===== src/rtl/subbytes_share_arbiter_pkg.sv =====
// Shared types for the SubBytes sharing arbiter: requester owner encoding,
// grant-priority states and the in-flight tag record.
package subbytes_share_arbiter_pkg;

  localparam logic OWNER_RND = 1'b0;
  localparam logic OWNER_KEY = 1'b1;

  typedef enum logic {
    PRI_KEY = 1'b0,
    PRI_RND = 1'b1
  } pri_state_t;

  typedef struct packed {
    logic valid;
    logic owner;
  } tag_t;

endpackage


===== src/rtl/subbytes_share_arbiter_sb_tag_pipe.sv =====
// LATENCY-deep shift register that follows each SubBytes operation so its
// result can be routed back to the requester that issued it.
module sb_tag_pipe
  import subbytes_share_arbiter_pkg::*;
#(
  parameter int LATENCY = 1
) (
  input  logic clk,
  input  logic reset,
  input  logic flush,
  input  tag_t tag_in,
  output tag_t tag_end,
  output logic busy
);

  tag_t stages [LATENCY];

  // Flush only kills the valid bits; owners are don't-care once invalid.
  always_ff @(posedge clk or negedge reset) begin
    if (!reset) begin
      for (int i = 0; i < LATENCY; i++) begin
        stages[i] <= '0;
      end
    end else begin
      stages[0] <= '{valid: tag_in.valid && !flush, owner: tag_in.owner};
      for (int i = 1; i < LATENCY; i++) begin
        stages[i] <= '{valid: stages[i-1].valid && !flush, owner: stages[i-1].owner};
      end
    end
  end

  assign tag_end = stages[LATENCY-1];

  always_comb begin
    busy = 1'b0;
    for (int i = 0; i < LATENCY; i++) begin
      busy = busy | stages[i].valid;
    end
  end

endmodule


===== src/rtl/subbytes_share_arbiter.sv =====
// Shares one SubBytes datapath between the round datapath and key expansion:
// key-priority grant with an anti-starvation limit, tagged return routing.
module subbytes_share_arbiter
  import subbytes_share_arbiter_pkg::*;
#(
  parameter int DATA_W     = 128,
  parameter int WORD_W     = 32,
  parameter int LATENCY    = 1,
  parameter int MAX_CONSEC = 4
) (
  input  logic              clk,
  input  logic              reset,
  input  logic              flush,
  input  logic              rnd_req_valid,
  output logic              rnd_req_ready,
  input  logic [DATA_W-1:0] rnd_req_data,
  output logic              rnd_rsp_valid,
  output logic [DATA_W-1:0] rnd_rsp_data,
  input  logic              key_req_valid,
  output logic              key_req_ready,
  input  logic [WORD_W-1:0] key_req_data,
  output logic              key_rsp_valid,
  output logic [WORD_W-1:0] key_rsp_data,
  output logic              sb_valid_in,
  output logic [DATA_W-1:0] sb_data_in,
  input  logic              sb_valid_out,
  input  logic [DATA_W-1:0] sb_data_out,
  output logic              busy,
  output logic              err_sync
);

  localparam int CNT_W = $clog2(MAX_CONSEC + 1);

  pri_state_t        state;
  logic [CNT_W-1:0]  consec_cnt;
  logic              grant_en;
  logic              key_grant;
  logic              rnd_grant;
  logic [DATA_W-1:0] issue_data;
  logic [DATA_W-1:0] last_data;
  logic              rsp_en;
  tag_t              tag_in;
  tag_t              tag_end;

  // No grant while held in reset or during a flush cycle.
  assign grant_en = reset && !flush;

  always_comb begin
    key_grant = 1'b0;
    rnd_grant = 1'b0;
    if (grant_en) begin
      if (state == PRI_KEY) begin
        key_grant = key_req_valid;
        rnd_grant = rnd_req_valid && !key_req_valid;
      end else begin
        rnd_grant = rnd_req_valid;
        key_grant = key_req_valid && !rnd_req_valid;
      end
    end
  end

  assign rnd_req_ready = rnd_grant;
  assign key_req_ready = key_grant;

  always_comb begin
    issue_data = last_data;
    if (rnd_grant) begin
      issue_data = rnd_req_data;
    end else if (key_grant) begin
      issue_data = DATA_W'(key_req_data);
    end
  end

  assign sb_valid_in = rnd_grant || key_grant;
  assign sb_data_in  = issue_data;

  always_ff @(posedge clk or negedge reset) begin
    if (!reset) begin
      last_data <= '0;
    end else if (sb_valid_in) begin
      last_data <= issue_data;
    end
  end

  // Key wins by default; after MAX_CONSEC key grants that made a round
  // request wait, the round request gets exactly one turn.
  always_ff @(posedge clk or negedge reset) begin
    if (!reset) begin
      state      <= PRI_KEY;
      consec_cnt <= '0;
    end else if (flush) begin
      state      <= PRI_KEY;
      consec_cnt <= '0;
    end else begin
      case (state)
        PRI_KEY: begin
          if (key_grant && rnd_req_valid) begin
            consec_cnt <= consec_cnt + 1'b1;
            if (consec_cnt + 1'b1 == CNT_W'(MAX_CONSEC)) begin
              state <= PRI_RND;
            end
          end else if (rnd_grant || !rnd_req_valid) begin
            consec_cnt <= '0;
          end
        end
        PRI_RND: begin
          if (rnd_grant || !rnd_req_valid) begin
            state      <= PRI_KEY;
            consec_cnt <= '0;
          end
        end
        default: begin
          state      <= PRI_KEY;
          consec_cnt <= '0;
        end
      endcase
    end
  end

  assign tag_in = '{valid: sb_valid_in, owner: key_grant ? OWNER_KEY : OWNER_RND};

  sb_tag_pipe #(
    .LATENCY (LATENCY)
  ) u_tag_pipe (
    .clk     (clk),
    .reset   (reset),
    .flush   (flush),
    .tag_in  (tag_in),
    .tag_end (tag_end),
    .busy    (busy)
  );

  // A result leaving SubBytes in a flush cycle belongs to a dropped op.
  assign rsp_en        = tag_end.valid && !flush;
  assign rnd_rsp_valid = rsp_en && (tag_end.owner == OWNER_RND);
  assign key_rsp_valid = rsp_en && (tag_end.owner == OWNER_KEY);
  assign rnd_rsp_data  = rnd_rsp_valid ? sb_data_out : '0;
  assign key_rsp_data  = key_rsp_valid ? sb_data_out[WORD_W-1:0] : '0;

  always_ff @(posedge clk or negedge reset) begin
    if (!reset) begin
      err_sync <= 1'b0;
    end else if (sb_valid_out != tag_end.valid) begin
      err_sync <= 1'b1;
    end
  end

endmodule

===== config.mk =====
export PLATFORM = sky130hd
export DESIGN_NAME = subbytes_share_arbiter
export DESIGN_NICKNAME = d
export VERILOG_FILES = /design/src/rtl/subbytes_share_arbiter_pkg.sv /design/src/rtl/subbytes_share_arbiter_sb_tag_pipe.sv /design/src/rtl/subbytes_share_arbiter.sv
export SDC_FILE = /design/constraint.sdc
export NUM_CORES = 1
export LEC_CHECK = 0
export ABC_AREA = 0
export CORE_AREA = 2 2 226 228
export CTS_CLUSTER_DIAMETER = 150
export DETAILED_ROUTE_END_ITERATION = 10
export DIE_AREA = 0 0 228 230
export SETUP_SLACK_MARGIN = 0.4
export SLEW_MARGIN = 0
export SYNTH_ARGS = -nofsm -noshare
export SYNTH_HDL_FRONTEND = slang
export SYNTH_SLANG_ARGS = --single-unit

===== constraint.sdc =====
create_clock -name clk -period 3.7 [get_ports clk]
set_input_delay 0.74 -clock clk [delete_from_list [all_inputs] [get_ports clk]]
set_output_delay 0.74 -clock clk [all_outputs]
set_load 0.1 [all_outputs]

# Yosys cells after proc, flatten, opt, wreduce, memory -nomap -nowiden
# Index checks and enable logic that the tools add are counted.
# op_classes
add_sub_neg,1
mux,18
eq_ne,2
n_bitwise,2
n_reduce_logical,13
# op_table
cell,count
128-bit 2-to-1 mux,3
32-bit 2-to-1 mux,1
1-bit 2-to-1 mux,9
3-bit 2-to-1 mux,3
1-bit logical AND,8
3-bit case mux with 2 select lines,1
3-bit by 1-bit adder with 3-bit output (second input constant),1
3-bit equality test (second input constant),1
1-bit zero test,3
1-bit logical OR,2
1-bit inverter,2
1-bit case mux with 2 select lines,1
1-bit inequality test,1
# word_totals
elab_cells,42
out_inout_bits,295
register_bits,135

# Depth between registers and ports, before layout
# Gate-level depths: netlist of the first run.
# depth
depth_word,9
ltp_mapped,7
depth_no_buf,4

# By module
# A second synthesis of the first run with hierarchy kept.
# unflattened
cells_unflattened,688
hier_area_um2,7559.8
# modules_own_cells
mod,area_each_um2,seq_area_each_um2,instances,cells_each
subbytes_share_arbiter,7488.4,3328.2,1,684
sb_tag_pipe,71.3,50.0,1,4

# Worst setup path before layout of the first run
# OpenSTA, ideal clock, no wires.
# synth_path
kind,reg-to-output
startpoint,"reg u_tag_pipe.stages, in the netlist u_tag_pipe.busy"
endpoint,out rnd_rsp_data[118]
stages_incl_launch_ff,4
path_buffers,1
path_slack_ns,-0.201
arrival_time_ns,3.161
required_time_ns,2.960
path_cell_list,dfrtp_1 -> nor3b_1 -> clkbuf_1 -> and2_1
# synth_between
elab_chain_cells,3
# synth_rtl
element,line,rtl
"start, declared",subbytes_share_arbiter_sb_tag_pipe.sv:16,tag_t stages [LATENCY];
"start signal, assigned by index",subbytes_share_arbiter_sb_tag_pipe.sv:27,"stages[i] <= '{valid: stages[i-1].valid && !flush, owner: stages[i-1].owner};"
1-bit logical AND,subbytes_share_arbiter.sv:134,assign rsp_en = tag_end.valid && !flush;
1-bit logical AND,subbytes_share_arbiter.sv:135,assign rnd_rsp_valid = rsp_en && (tag_end.owner == OWNER_RND);
net rnd_rsp_valid,subbytes_share_arbiter.sv:17,"output logic rnd_rsp_valid,"
128-bit 2-to-1 mux,subbytes_share_arbiter.sv:137,assign rnd_rsp_data = rnd_rsp_valid ? sb_data_out : '0;
"end, declared",subbytes_share_arbiter.sv:18,"output logic [DATA_W-1:0] rnd_rsp_data,"
# The timed path passes the listed nets, and every way through them passes these cells.

# Final worst setup path of the first run
# layout_path
startpoint,in key_req_valid
endpoint,out sb_data_in[43]
# layout_between
elab_chain_cells,5
# layout_rtl
element,line,rtl
"start, declared",subbytes_share_arbiter.sv:19,"input logic key_req_valid,"
1-bit logical AND / 1-bit zero test (equally long branches),"subbytes_share_arbiter.sv:57, subbytes_share_arbiter.sv:54",
1-bit 2-to-1 mux / 1-bit logical AND (equally long branches),"subbytes_share_arbiter.sv:52, subbytes_share_arbiter.sv:54",
1-bit 2-to-1 mux (on tied branches),"subbytes_share_arbiter.sv:51, subbytes_share_arbiter.sv:52",
128-bit 2-to-1 mux / 1-bit 2-to-1 mux (equally long branches),"subbytes_share_arbiter.sv:69, subbytes_share_arbiter.sv:51",
128-bit 2-to-1 mux (*),subbytes_share_arbiter.sv:67,if (rnd_grant) begin
"end, declared",subbytes_share_arbiter.sv:25,"output logic [DATA_W-1:0] sb_data_in,"
# Every way passes the cells marked *; elsewhere a longest branch is shown, timed or not.

==> impl_metrics.py, run 1 <==
metrics = {
    "finish": {
        "final_nets": 1539,
        "final_cells": 1934,
        "design_area_um2": 18000,
        "layout-drive-gt1-share": 0.385,
        "fillers": 4900,
        "final_util": 0.361,
        "area_growth_syn_to_layout_pct": 139,
    },
    "worst_setup_path": {
        "cp_slowest_stage_delay_ns": 0.48,
        "slowest_stage": "clkdlybuf4s50_1",
        "critPathLaunchType": "input port",
        "crit_fanout": 51,
        "cp.required_ns": 2.96,
        "worst-setup-path-type": "in2out",
        "crit_path_cell_trace": "clkdlybuf4s50_1 -> o21ai_4 -> buf_12 -> buf_12 -> buf_12 -> a22o_1 -> buf_12",
        "critical_path.most_common_cell": "buf_12",
        "endpoint_kind": "output port",
        "r2r-end": "last_data[78]",
        "critPathCapture": "sb_data_in[43]",
        "rr_worst_depth": 5,
        "arrival_ns": 2.44,
        "ff2ff_setup_slack_ns": 2.09,
        "r2r_start": "state",
        "crit_start": "key_req_valid",
    },
    "sta": {
        "max_freq_mhz": 315,
        "setup_viol": 0,
        "rsz0062_at_grt": "no",
        "slew_viol_final": 0,
        "fin_tns_setup_ns": 0,
        "tightestPinTransition_ns": 1.03,
        "fin_skew_ns": 0.00954,
        "hold_viol_final": 0,
        "period_share": 0.859,
        "period_needed_ns": 3.18,
        "maxSlewHeadroom": 0.311,
    },
    "grt": {
        "antenna_found_initial": 17,
        "use_met2": 0.284,
        "grt_use_met3": 0.0552,
        "track_usage": 0.154,
        "grt_pass1_wl_um": 59200,
        "grt_overflow": 0,
        "gr-max-usage-layer": "met2",
        "grt_util_met1": 0.152,
        "grt_max_degree": 132,
        "grt_pass1_vias": 8734,
    },
    "power_and_ir_drop": {
        "ir_worst_vdd_v": 0.000283,
        "power_density_nw_per_um2": 379,
        "p_total_mw": 6.84,
        "p_leak_nw": 7.73,
    },
    "synthesis": {
        "synth_area_um2": 7540,
        "synthMuxAreaShare": 0,
        "synthAdderAreaFrac": 0.00332,
        "syn_inst": 689,
        "synth_top_family_by_area": "compound AO/OA/AOI/OAI gates",
        "ys_warn_count": 0,
        "synthSimpleGateAreaFrac": 0.171,
        "synth-compound-area-share": 0.313,
        "synthXorXnorAreaFrac": 0.00232,
        "yosysUniqueCellTypes": 23,
        "ys_seq_area_frac": 0.448,
        "syn_avg_cell_area_um2": 10.9,
        "synth-seq-cells": 135,
        "syn_nets": 985,
    },
    "clocking": {
        "clock_latency_ns": 0.44,
        "cts_max_path_buffers": 2,
        "clockRootBuffer": "clkbuf_16",
        "cts_tree": "built",
        "numCtsBuffers": 17,
        "hold_buffers": 0,
        "clock_sinks": 135,
        "htreeDepth": 4,
        "clkTransAtPathRegs_ns": 0.07,
    },
    "placement": {
        "place_inst": 1889,
        "io_buffers": 588,
        "placed_area_um2": 17200,
        "gp_congestion": 0.848,
        "dp_hpwl_um": 33400,
    },
    "detailed_routing": {
        "vias_per_cell": 4.27,
        "drt_wl_total_um": 41500,
        "drt_first_pass_iters": 6,
        "dr.first_iter.drc_count": 340,
        "drcViolationCount": 0,
        "dr_total_vias": 8257,
        "routedWlPerCell_um": 21.4,
        "ant_nets": 0,
    },
    "die": {
        "die_w_um": 228,
        "core_area_um2": 49900,
        "die-height_um": 230,
        "io_pins": 589,
        "row_count": 82,
        "start_util": 0.151,
        "die-area_um2": 52400,
    },
    "min_path": {
        "hold_path.class": "in2async",
    },
    "job": {
        "max_cap_viol_count": 0,
    },
    "outcome": {
        "status": "finished, final reports clean",
    },
}
-- cell usage after synthesis --
| cell | n | area share |
|---|---|---|
| inv_1 | 2 | 0.0010 |
| a221o_1 | 64 | 0.085 |
| dfrtp_1 | 135 | 0.45 |
| buf_1 | 15 | 0.0075 |
| a32o_1 | 2 | 0.0027 |
| and3b_1 | 2 | 0.0023 |
| o32ai_1 | 1 | 0.0012 |
| nand2_1 | 4 | 0.0020 |
| o21ai_0 | 1 | 0.00066 |
| and2_1 | 161 | 0.13 |
| ha_1 | 2 | 0.0033 |
| nor3b_1 | 2 | 0.0020 |
| o21ai_1 | 1 | 0.00066 |
| nor2b_1 | 2 | 0.0017 |
| xor2_1 | 1 | 0.0012 |
| buf_6 | 20 | 0.030 |
| clkbuf_2 | 1 | 0.00066 |
| clkbuf_1 | 40 | 0.020 |
| a22o_1 | 192 | 0.22 |
| buf_2 | 5 | 0.0033 |
| xnor2_1 | 1 | 0.0012 |
| and3_1 | 33 | 0.027 |
| nand2b_1 | 2 | 0.0017 |
-- cell type report --
type	instances	area, um2	area share
diodes	6	15.0	0.000833
clock buffers	19	443	0.0246
clock inverters	13	168	0.00930
inverters	2	7.51	0.000417
multi-input cells	471	3870	0.215
flip-flops and latches	135	3380	0.187
well taps	672	841	0.0467
repair buffers	616	9300	0.516
-- worst min-delay path by stage --
stage	start	end	slack, ns	cells after the start
6_report	reset	state	0.10	1
4_1_cts	reset	state	0.07	1
5_1_grt	reset	state	0.07	1
2_1_floorplan	reset	consec_cnt[0]	0.44	0
3_5_place_dp	err_sync	err_sync	0.46	1
3_3_place_gp	err_sync	err_sync	0.46	1
-- flip-flops by register name (all words and copies together), names as in the netlist --
name,count
consec_cnt,3
state,1
err_sync,1
u_tag_pipe.tag_end,1
u_tag_pipe.busy,1
last_data,128
-- layout by cell type (no fill, tap or decap), drive strengths merged --
cell type,n
a221o,64
a22o,192
a32o,2
and2,161
and3,33
and3b,2
buf,320
bufbuf,1
bufinv,3
clkbuf,20
clkdlybuf4s50,292
clkinv,2
clkinvlp,4
dfrtp,135
diode,6
dlygate4sd2,1
dlymetal6s2s,1
ha,2
inv,6
nand2,4
nand2b,2
nor2b,2
nor3b,2
o21ai,2
o32ai,1
xnor2,1
xor2,1
-- per-stage QoR --
step	setup WS (ns)	hold slack, ns
2_1_floorplan	0.275	0.444
3_3_place_gp	0.318	0.460
3_5_place_dp	0.301	0.460
4_1_cts	0.391	0.0697
5_1_grt	0.440	0.0716
6_report	0.523	0.104
-- critical path, delay by kind of cell --
kind / cells / cell delay [ns]
AO/OA/AOI/OAI: 2 / 0.40
buffers and inverters: 5 / 1.24
-- timing repair --
action,CTS,global route
gates cloned,1,1
setup buffers,0,5
endpoints found under the setup margin,119,93
pin swaps,0,3
resized for setup,8,3
-- cells by family after synthesis --
| kind of cell | Yosys count |
|---|---|
| AO/OA/AOI/OAI | 261 |
| adder cells (fa/ha/maj) | 2 |
| buffers and inverters | 83 |
| XOR/XNOR | 2 |
| AND/OR/NAND/NOR | 206 |
| flip-flops | 135 |
-- where the power goes --
part / internal (mW) / total (mW) / switching, mW
clock network: 1.09 / 1.81 / 0.722
logic: 1.32 / 3.30 / 1.98
registers: 1.64 / 1.73 / 0.0985
-- per-layer routing --
| metal | vias up | wire length [um] |
|---|---|---|
| li1 | 3755 | - |
| met2 | 358 | 22500 |
| met4 | 12 | 1490 |
| met1 | 4067 | 14300 |
| met3 | 65 | 3060 |
| met5 | - | 75 |
Power figures use the tool's default switching activity.
==> run 2: changes to the inputs <==
ABC_AREA = 1   (was 0)
CAP_MARGIN = 10   (was unset)
==> run 2 against run 1 <==
Against the previous run:
- critical path depth is the same
- non-clock buffer count shrank 6
- die area is the same
- clock power is essentially flat
- sequential cell count is the same
==> impl_metrics.py, run 2 <==
metrics = {
    "worst_setup_path": {
        "crit_fanout": 18,
        "cp.required_ns": 2.96,
        "critPathLaunchType": "input port",
        "arrival_ns": 2.43,
        "rr_worst_depth": 6,
        "endpoint_kind": "output port",
        "worst-setup-path-type": "in2out",
    },
    "detailed_routing": {
        "routedWlPerCell_um": 17.5,
        "drt_wl_total_um": 40900,
        "wl_met1_um": 14300,
        "wl_met3_um": 2480,
        "vias_per_cell": 3.94,
        "highest_layer": "met5",
        "drt_first_pass_iters": 6,
        "drcViolationCount": 0,
        "dr_total_vias": 9230,
        "wl_met2_um": 22800,
        "ant_nets": 0,
        "dr.first_iter.drc_count": 399,
    },
    "power_and_ir_drop": {
        "p_sw_mw": 2.77,
        "ir_worst_vdd_v": 0.000240,
        "p_total_mw": 6.62,
        "power_density_nw_per_um2": 368,
        "p_int_mw": 3.85,
        "comb_power_share": 0.473,
        "seq_power_share": 0.250,
        "p_sw_frac": 0.419,
        "clkPwrFrac": 0.277,
        "p_leak_nw": 8.92,
    },
    "finish": {
        "area_growth_syn_to_layout_pct": 146,
        "largest_register_ff_count": 128,
        "reg_top3": "last_data: 128 flops, consec_cnt: 3 flops",
        "final_cells": 2340,
        "design_area_um2": 18000,
        "final_common_cell": "nand2_1",
        "final_util": 0.361,
        "final_nets": 1939,
        "most-common-layout-cells": "nand2_1 (365), buf_12 (301), clkdlybuf4s50_1 (292)",
        "layout-drive-gt1-share": 0.254,
        "top_register": "last_data",
    },
    "placement": {
        "gp_congestion": 0.925,
        "dp_hpwl_um": 33800,
        "io_buffers": 588,
        "placed_area_um2": 17300,
        "pre_cts_ws_ns": 0.111,
        "place_inst": 2292,
    },
    "sta": {
        "hold_viol_final": 0,
        "slew_viol_final": 0,
        "period_share": 0.857,
        "maxSlewHeadroom": 0.290,
        "tightestPinTransition_ns": 1.06,
        "period_needed_ns": 3.17,
        "layout_setup_ws_ns": 0.529,
        "setup_viol": 0,
        "fin_tns_setup_ns": 0,
        "max_freq_mhz": 315,
        "timing.hold.ws_ns": 0.116,
        "fin_skew_ns": 0.0120,
        "rsz0062_at_grt": "no",
    },
    "outcome": {
        "status": "finished, final reports clean",
    },
    "synthesis": {
        "synth.area.top_cells": "dfrtp_1 (46%), nand2_1 (19%), nand3_1 (13%), nor2_1 (8.5%), inv_1 (7.2%)",
        "synthXorXnorAreaFrac": 0,
        "synthSimpleGateAreaFrac": 0.408,
        "ys_warn_count": 0,
        "synth_area_um2": 7330,
        "synthAdderAreaFrac": 0.00341,
        "post-synth-top-count-cell": "nand2_1",
        "syn_nets": 1372,
        "synth-seq-cells": 135,
        "async_reset_ff_frac": 1.00,
        "ys_seq_area_frac": 0.461,
        "synth_edf_count": 0,
        "yosysUniqueCellTypes": 19,
        "ys_dominant_reg_cell": "dfrtp_1",
        "synth_top_family_by_area": "simple AND/OR/NAND/NOR gates",
        "synthMuxAreaShare": 0,
        "syn_avg_cell_area_um2": 6.81,
        "synth-compound-area-share": 0.00529,
        "netlist.area_leader.share": 0.461,
        "synth_top_cell_by_area": "dfrtp_1",
        "synth_common_cells": "nand2_1 (365), nand3_1 (192), nor2_1 (166), inv_1 (141), dfrtp_1 (135)",
        "syn_inst": 1076,
    },
    "grt": {
        "grt_overflow": 0,
        "track_usage": 0.154,
        "grt_pass1_wl_um": 60700,
        "grt_pass1_vias": 9702,
        "antenna_found_initial": 18,
        "grt_max_degree": 81,
    },
    "die": {
        "die_w_um": 228,
        "die-area_um2": 52400,
        "io_pins": 589,
        "start_util": 0.147,
        "core_area_um2": 49900,
        "row_count": 82,
        "die-height_um": 230,
    },
    "min_path": {
        "hold_path.class": "in2async",
    },
    "job": {
        "max_cap_viol_count": 0,
    },
    "clocking": {
        "numCtsBuffers": 17,
        "cts_tree": "built",
        "clkTransAtPathRegs_ns": 0.06,
        "clockRootBuffer": "clkbuf_16",
        "clock_sinks": 135,
        "hold_buffers": 0,
        "cts_max_path_buffers": 2,
        "htreeDepth": 4,
        "clock_latency_ns": 0.44,
    },
}
==> run 2: timing repair <==
item,CTS,global route
cloned,1,0
hold endpoints to repair,0,0
setup endpoints to repair,172,29
gates resized for setup,4,2
setup buffers,3,0
==> run 2: logic make-up (layout without fill, tap and decap cells) <==
logic type      after synthesis  count (layout)
compound gates                7               7
fa+ha+maj                     2               2
buf+inv                     204             784
flops                       135             135
other cells                   0              12
simple gates                728             728
==> run 2: worst max-delay path: stages <==
cell and delay [ns]:
clkdlybuf4s50_1 0.53, a21oi_4 0.30, buf_12 0.15, bufbuf_16 0.30, nand2_1 0.08, nand3_1 0.12
buf_12 0.19
==> run 2: area by class of cell <==
type | count | area [um2]
multi-input cells | 737 | 3490
clock inverters | 14 | 186
inverters | 142 | 538
flip-flops and latches | 135 | 3380
fillers | 5089 | 31800
repair buffers | 610 | 9110
clock buffers | 18 | 439
diodes | 12 | 30.0
well taps | 672 | 841
==> run 2: path summary, 6_finish.rpt <==
check                              start              to  slack [ns]
setup / recovery           key_req_valid  sb_data_in[27]        0.53
hold / removal                     reset           state        0.12
setup reg to reg                   state   last_data[55]        2.35
hold reg to reg                 err_sync        err_sync        0.50
max in group asynchronous          reset   last_data[86]        1.63
min in group clk                err_sync        err_sync        0.50
==> run 2: layer usage <==
layer  up-vias  track usage
met5         -            0
met4         2       0.0613
met3        45       0.0383
met2       380        0.299
met1      4399        0.155
li1       4404            -
==> run 2: power by group through the flow <==
stage | combinational [mW] | sequential [mW] | clock, mW
floorplan | 1.79 | 1.68 | 0
global placement | 3.13 | 1.68 | 0
detailed placement | 3.15 | 1.69 | 0
CTS | 3.16 | 1.66 | 1.90
global route | 3.25 | 1.67 | 1.96
finish | 3.13 | 1.66 | 1.83
